File: src/rtl/pim_tile_scheduler.sv
// rtl/pim_tile_scheduler.sv - splits one square matmul into tile jobs and dispatches them to PIM units
// One job in flight per unit; done pulses once every unit has finished its last job.
module pim_tile_scheduler #(
  parameter int NUM_UNITS   = 4,
  parameter int MATRIX_SIZE = 4,
  parameter int CAP         = 2,
  parameter int LEN         = 10
) (
  input  logic                 clk,
  input  logic                 rst_n,
  input  logic                 start,
  input  logic [LEN-1:0]       base_a,
  input  logic [LEN-1:0]       base_b,
  input  logic [LEN-1:0]       base_c,
  output logic [NUM_UNITS-1:0] job_valid,
  input  logic [NUM_UNITS-1:0] job_ready,
  output logic [LEN-1:0]       job_a_addr,
  output logic [LEN-1:0]       job_b_addr,
  output logic [LEN-1:0]       job_c_addr,
  output logic                 job_acc,
  output logic                 job_last,
  input  logic [NUM_UNITS-1:0] unit_done,
  output logic                 busy,
  output logic                 done,
  output logic                 err
);

  localparam int T      = MATRIX_SIZE / CAP;
  localparam int TILES  = T * T;
  localparam int GROUPS = (TILES + NUM_UNITS - 1) / NUM_UNITS;
  localparam int GW     = (GROUPS > 1) ? $clog2(GROUPS) : 1;
  localparam int KW     = (T > 1) ? $clog2(T) : 1;
  localparam int SW     = (NUM_UNITS > 1) ? $clog2(NUM_UNITS) : 1;
  localparam int ROW    = CAP * MATRIX_SIZE;

  localparam logic [1:0] S_IDLE  = 2'd0;
  localparam logic [1:0] S_ISSUE = 2'd1;
  localparam logic [1:0] S_DRAIN = 2'd2;

  logic [1:0]           r_state;
  logic [GW-1:0]        r_grp;
  logic [KW-1:0]        r_k;
  logic [SW-1:0]        r_slot;
  logic [NUM_UNITS-1:0] r_busy;
  logic [LEN-1:0]       r_base_a;
  logic [LEN-1:0]       r_base_b;
  logic [LEN-1:0]       r_base_c;
  logic                 r_done;
  logic                 r_err;

  logic [31:0]          w_tile;
  logic [31:0]          w_tr;
  logic [31:0]          w_tc;
  logic [LEN-1:0]       w_a;
  logic [LEN-1:0]       w_b;
  logic [LEN-1:0]       w_c;
  logic                 w_issue;
  logic                 w_accept;
  logic                 w_slot_last;
  logic                 w_k_last;
  logic                 w_grp_last;
  logic                 w_final;
  logic                 w_hs;
  logic                 w_err_evt;
  logic [NUM_UNITS-1:0] w_sel;
  logic [NUM_UNITS-1:0] w_fire;

  assign w_tile = 32'(r_grp) * NUM_UNITS + 32'(r_slot);
  assign w_tr   = w_tile / T;
  assign w_tc   = w_tile % T;
  assign w_a    = LEN'(32'(r_base_a) + w_tr * ROW + 32'(r_k) * CAP);
  assign w_b    = LEN'(32'(r_base_b) + 32'(r_k) * ROW + w_tc * CAP);
  assign w_c    = LEN'(32'(r_base_c) + w_tr * ROW + w_tc * CAP);

  // Slots whose tile index runs past TILES only occur at the tail of a group,
  // so treating the last populated slot as the wrap point skips them in 0 cycles.
  assign w_slot_last = (r_slot == SW'(NUM_UNITS - 1)) || (w_tile + 1 >= TILES);
  assign w_k_last    = (r_k == KW'(T - 1));
  assign w_grp_last  = (r_grp == GW'(GROUPS - 1));
  assign w_final     = w_slot_last & w_k_last & w_grp_last;

  assign w_issue  = (r_state == S_ISSUE);
  assign w_accept = (r_state == S_IDLE) & start;
  assign w_sel    = NUM_UNITS'(1) << r_slot;

  assign job_valid  = (w_issue && !r_busy[r_slot]) ? w_sel : '0;
  assign job_a_addr = w_issue ? w_a : '0;
  assign job_b_addr = w_issue ? w_b : '0;
  assign job_c_addr = w_issue ? w_c : '0;
  assign job_acc    = w_issue & (r_k != '0);
  assign job_last   = w_issue & w_k_last;

  assign w_fire    = job_valid & job_ready;
  assign w_hs      = |w_fire;
  assign w_err_evt = |(unit_done & ~r_busy) | |(job_ready & ~job_valid);

  assign busy = (r_state != S_IDLE);
  assign done = r_done;
  assign err  = r_err;

  always_ff @(posedge clk or negedge rst_n) begin
    if (!rst_n) begin
      r_state  <= S_IDLE;
      r_grp    <= '0;
      r_k      <= '0;
      r_slot   <= '0;
      r_busy   <= '0;
      r_base_a <= '0;
      r_base_b <= '0;
      r_base_c <= '0;
      r_done   <= 1'b0;
      r_err    <= 1'b0;
    end else begin
      r_done <= 1'b0;
      r_busy <= (r_busy & ~unit_done) | w_fire;
      r_err  <= (w_accept ? 1'b0 : r_err) | w_err_evt;
      case (r_state)
        S_IDLE: begin
          if (start) begin
            r_base_a <= base_a;
            r_base_b <= base_b;
            r_base_c <= base_c;
            r_grp    <= '0;
            r_k      <= '0;
            r_slot   <= '0;
            r_state  <= S_ISSUE;
          end
        end
        S_ISSUE: begin
          if (w_hs) begin
            if (w_final) begin
              r_state <= S_DRAIN;
            end else if (!w_slot_last) begin
              r_slot <= r_slot + 1'b1;
            end else begin
              r_slot <= '0;
              if (!w_k_last) begin
                r_k <= r_k + 1'b1;
              end else begin
                r_k   <= '0;
                r_grp <= r_grp + 1'b1;
              end
            end
          end
        end
        S_DRAIN: begin
          if (r_busy == '0) begin
            r_done  <= 1'b1;
            r_state <= S_IDLE;
          end
        end
        default: r_state <= S_IDLE;
      endcase
    end
  end

endmodule

File: config.mk
export PLATFORM = sky130hd
export DESIGN_NAME = pim_tile_scheduler
export DESIGN_NICKNAME = d
export VERILOG_FILES = /design/src/rtl/pim_tile_scheduler.sv
export SDC_FILE = /design/constraint.sdc
export NUM_CORES = 1
export LEC_CHECK = 0
export CAP_MARGIN = 10
export CORE_UTILIZATION = 50
export DETAILED_ROUTE_END_ITERATION = 7
export GPL_TIMING_DRIVEN = 0
export PLACE_DENSITY_LB_ADDON = 0.3
export SYNTH_ARGS = -nofsm -noshare
export SYNTH_HDL_FRONTEND = slang
export SYNTH_SLANG_ARGS = --single-unit
File: constraint.sdc
create_clock -name clk -period 5.2 [get_ports clk]
set_clock_uncertainty 0.05 [all_clocks]
set_input_delay 1.04 -clock clk [delete_from_list [all_inputs] [get_ports clk]]
set_output_delay 1.04 -clock clk [all_outputs]
set_load 0.1 [all_outputs]
==> results.cfg, run 1 <==
[run_status]
status = complete, no violations

[timing]
fin_crit_sh_pct = 82.7
timing.slew.headroom_pct = 34.1
max_freq_mhz = 233
slew_viol_final = 0
fin_setup_tns_ns = 0
rsz0062_at_grt = no
setup_violations = 0
finalHoldViolations = 0
worst_pin_slew_ns = 0.985
min_period_ns = 4.30

[drt]
dr.pass1.iters = 4
vias_per_cell = 5.55
drc = 0
drt_iter0_drc = 177
postRouteAntennaNets = 0
post_drt_wl_per_cell_microns = 14.9
finalWirelength_microns = 5950
vias = 2221

[worst_setup_path]
cp.arrival_ns = 3.21
crit_path_end_kind = output pin
critPathKind = reg -> out
start_kind = flip-flop
worstPathMaxFanout = 5
worstPathRequired_ns = 4.11

[floorplanning]
core_sq_um = 4820
die_y_microns = 73.5
rows = 25
dieArea_sq_um = 5390
die_x_microns = 73.5
initial_core_util_pct = 53.0
ios = 80

[synthesis]
synth.distinct_cells = 46
ys_async_sr_fraction_pct = 100
yosysTopAreaCellShare_pct = 41.2
ys_ff_latch = 42
yosysSeqAreaShare_pct = 41.2
synth_area_per_cell_sq_um = 10.4
syn_area_sq_um = 2550
syn-num-nets = 302
yosys.area.top_type = dfrtp_1
ys.flop_type = dfrtp_1
synth_cells = 246
yosysWarnings = 0
synth_edf_count = 0
synth_area_leaders = dfrtp_1, mux2_2, ha_1, a21oi_1, xnor2_1

[finish]
layout.nets = 389
syn2layout_area_growth_pct = 37.9
drive_above_1_share_pct = 15.6
mostFrequentLayoutCell = clkdlybuf4s50_1
diodes = 0
mostFrequentLayoutCells = clkdlybuf4s50_1, dfrtp_1, mux2_2, nor2_1, a21oi_1

[grt]
grt_first_pass_wirelength_microns = 9870
antenna_found_initial = 0
overflow = 0
grt_max_degree = 38
first_global_vias = 2118
grt_use_total_pct = 24.3

[clock_network]
clock_latency_ns = 0.29
cts-root-buf = clkbuf_8
cts_buffer_depth = 2
ctsHoldBuffers = 0
path_clk_slew_ns = 0.08
cts_buffers = 5
cts_tree = yes
post_cts_resized = 0
post_cts_buffers = 0
clkSinkCount = 42
ctsHtreeMaxLevel = 2

[placement]
portBuffers = 79
gp_congestion = 0.831
dp_hpwl_microns = 4610

[flow_run]
max_cap_viol_count = 0

[worst_hold_path]
hold_path_class = reg -> reg
## synth_stat cells (2+ instances only)
cell type	number
o21ai_0	11
nand2_1	8
nand4b_1	2
and3_1	2
xnor2_1	9
a22oi_1	2
nor2b_1	6
a31o_2	3
o21ai_1	2
clkbuf_1	3
xor2_1	4
dfrtp_1	42
buf_2	4
mux2_2	28
or3_1	8
mux2i_1	2
nor3b_1	2
inv_1	12
nor2_1	19
a21o_1	2
nand3_1	4
nand4_1	3
a22o_1	5
a21oi_1	17
and2_1	9
ha_1	15
o22ai_1	3
## cells by family after synthesis
group                      Yosys count  synth area share (%)
xor gates and xnor gates            13                  4.46
DFF                                 42                  41.2
and+or+nand+nor                     70                  14.9
muxes                               31                  14.0
buffers and inverters               21                  3.73
adders and majority gates           15                  7.35
AOI/OAI and AO/OA                   54                  14.4
## metal layers
metal  track usage [%]  part of all wire, %  up-vias
met4              8.76                  1.3        0
met5                 0                    0        -
li1                  -                    -     1062
met3              4.66                  5.8        9
met2              41.1                   49       81
met1              30.8                   44     1069
## area by class of cell
class | count | area (sq um)
clock buffer | 5 | 68.8
timing repair buffer | 80 | 806
tap | 67 | 83.8
clock inverter | 2 | 10.0
buffer | 9 | 50.0
fill | 388 | 1300
sequential | 42 | 1050
inverter | 12 | 45.0
multi-input combinational | 183 | 1410
## path summary, 6_finish.rpt
| path | from | depth (start not counted) | slack (ns) | to |
|---|---|---|---|---|
| setup / recovery | r_slot[0] | 7 | 0.90 | job_c_addr[7] |
| hold / removal | r_base_a[0] | 1 | 0.46 | r_base_a[0] |
| setup reg to reg | r_slot[0] | 5 | 3.33 | r_slot[0] |
| hold reg to reg | r_base_a[0] | 1 | 0.46 | r_base_a[0] |
| max in group asynchronous | rst_n | 2 | 4.15 | r_base_b[6] |
| min in group asynchronous | rst_n | 1 | 0.52 | r_base_c[3] |
## worst max-delay path: stages (launching register included)
cell and delay (ns):
dfrtp_1 0.46, ha_1 0.24, ha_1 0.21, a21o_1 0.18, a21oi_1 0.32, o21ai_0 0.13, a21oi_1 0.20, clkdlybuf4s50_1 1.17
## stage by stage
stage / instance area (sq um) / setup WS [ns] / util, % / instances / hold WS [ns]
after floorplan: 2550 / 1.23 / - / 246 / 0.422
after global placement: 3430 / 1.24 / 71.1 / 392 / 0.432
after detailed placement: 3440 / 1.23 / 71.5 / 393 / 0.442
after CTS: 3520 / 0.896 / 73.1 / 400 / 0.460
after global routing: 3520 / 0.774 / 73.1 / 400 / 0.481
final: 3520 / 0.899 / 73.1 / 400 / 0.457
## registers in the layout, indices dropped and copies added (netlist names)
| register | cells |
|---|---|
| r_k | 1 |
| done | 1 |
| r_state | 2 |
| r_busy | 4 |
| r_base_a | 10 |
| r_base_c | 10 |
| r_slot | 2 |
| r_base_b | 10 |
| r_grp | 1 |
| err | 1 |
Power of run 1 is left out: the tool's default activity adds up to more than one toggle a clock period on the data nets, which glitch-free logic cannot reach.
==> run 2, diff against run 1 <==
--- a/config.mk
+++ b/config.mk
@@ -6,7 +6,7 @@
 export NUM_CORES = 1
 export LEC_CHECK = 0
 export CAP_MARGIN = 10
-export CORE_UTILIZATION = 50
+export CORE_UTILIZATION = 47
 export DETAILED_ROUTE_END_ITERATION = 7
 export GPL_TIMING_DRIVEN = 0
 export PLACE_DENSITY_LB_ADDON = 0.3
==> constraint.sdc (replaced) <==
create_clock -name clk -period 4.47 [get_ports clk]
set_clock_uncertainty 0.05 [all_clocks]
set_input_delay 0.894 -clock clk [delete_from_list [all_inputs] [get_ports clk]]
set_output_delay 0.894 -clock clk [all_outputs]
set_load 0.1 [all_outputs]
==> run 2 against run 1 <==
  * Cell count is 1.0% higher
  * Register-to-register slack worse by 0.72 ns
  * Largest cell class unchanged
  * Critical path depth is 1 lower
  * Routed wire length is 1.5% higher
  * Sequential cell count stayed put
  * Global-route usage is 1.8 points lower
==> results.cfg, run 2 (same netlist as run 1, synthesis figures left out) <==
[timing]
rsz0062_at_grt = no
hold_slack_ns = 0.405
finalHoldViolations = 0
max_freq_mhz = 240
min_period_ns = 4.17
fin_setup_tns_ns = 0
fin_crit_sh_pct = 93.4
timing.slew.headroom_pct = 33.4
slew_viol_final = 0
worst_pin_slew_ns = 0.995
setup_violations = 0

[clock_network]
ctsHtreeMaxLevel = 2
cts_tree = yes
clock_latency_ns = 0.30
post_cts_resized = 0
cts-root-buf = clkbuf_8
clkSinkCount = 42
path_clk_slew_ns = 0.08
post_cts_buffers = 0
cts_buffers = 5
ctsHoldBuffers = 0
cts_buffer_depth = 2

[finish]
nFillCells = 421
reg_top3 = r_base_a: 10 flops, r_base_b: 10 flops, r_base_c: 10 flops
layout.nets = 389
seqCellArea_sq_um = 1050
fin_util_pct = 68.4
diodes = 0
multi_input_area_sq_um = 1410
mostFrequentLayoutCell = clkdlybuf4s50_1
drive_above_1_share_pct = 15.6
syn2layout_area_growth_pct = 38.6
mostFrequentLayoutCells = clkdlybuf4s50_1, dfrtp_1, mux2_2, nor2_1, a21oi_1
fin_cells = 404

[run_status]
status = complete, no violations

[worst_setup_path]
r2r-start = r_slot[1]
cp.arrival_ns = 3.23
reg2reg_slack_ns = 2.61
reg2reg_to = r_k
critPathKind = reg -> out
worstPathMaxFanout = 10
start_kind = flip-flop
r2r_cells = 6
worstPathRequired_ns = 3.53
crit_path_end_kind = output pin

[placement]
placedCellCount = 396
dp_hpwl_microns = 4560
portBuffers = 79
gp_congestion = 0.809

[floorplanning]
die_y_microns = 75.7
die_x_microns = 75.7
dieArea_sq_um = 5730
initial_core_util_pct = 49.3
ios = 80
rows = 26
core_sq_um = 5170

[grt]
grt_max_degree = 33
grt_use_total_pct = 22.5
antenna_found_initial = 0
overflow = 0
grt_first_pass_wirelength_microns = 9450
first_global_vias = 2052

[worst_hold_path]
hold_path_class = in -> async

[drt]
vias = 2145
finalWirelength_microns = 6040
drc = 0
post_drt_wl_per_cell_microns = 15.0
dr.pass1.iters = 4
postRouteAntennaNets = 0
vias_per_cell = 5.31
drt_iter0_drc = 115

[flow_run]
max_cap_viol_count = 0
[run 2: cell types whose count changed in the layout (fill, tap and decap cells not counted), sizes merged]
cell and change:
clkinv -1, clkbuf +2
[run 2: area by class of cell]
| type | instances | share of cell area (%) |
|---|---|---|
| Buffer | 9 | 1.41 |
| Clock buffer | 7 | 2.44 |
| Clock inverter | 1 | 0.141 |
| Inverter | 12 | 1.27 |
| Multi-Input combinational cell | 183 | 39.8 |
| Sequential cell | 42 | 29.7 |
| Tap cell | 70 | 2.48 |
| Timing Repair Buffer | 80 | 22.8 |
[run 2: worst max path at each step]
stage / from / slack (ns) / end / depth (start not counted)
after global routing: r_slot[1] / 0.16 / job_a_addr[9] / 6
final: r_slot[1] / 0.30 / job_a_addr[9] / 6
after detailed placement: r_slot[1] / 0.66 / job_a_addr[9] / 6
after global placement: r_slot[1] / 0.70 / job_a_addr[9] / 6
after floorplan: r_slot[1] / 0.64 / job_c_addr[8] / 5
after CTS: r_slot[1] / 0.31 / job_a_addr[9] / 6
[run 2: layer usage]
metal / vias up / track usage [%] / share of wire, % / wire length (microns)
li1: 1052 / - / - / -
met1: 1028 / 28.4 / 44 / 2660
met2: 59 / 38.3 / 50 / 3020
met3: 6 / 5.29 / 4.6 / 281
met4: 0 / 6.79 / 1.4 / 87
met5: - / 0 / 0 / 0
[run 2: worst max-delay path: stages (launching register included)]
cell             delay, ns
dfrtp_1               0.53
ha_1                  0.40
a21o_1                0.19
a21oi_1               0.33
o21ai_0               0.17
a21oi_1               0.15
clkdlybuf4s50_1       1.16
[run 2: metrics by stage]
step / worst slack (ns) / cell area, sq um
detailed placement: 0.657 / 3450
floorplan: 0.643 / 2550
CTS: 0.315 / 3540
finish: 0.297 / 3540
global placement: 0.698 / 3430
global route: 0.164 / 3540
Power of run 2 is left out for the same reason.
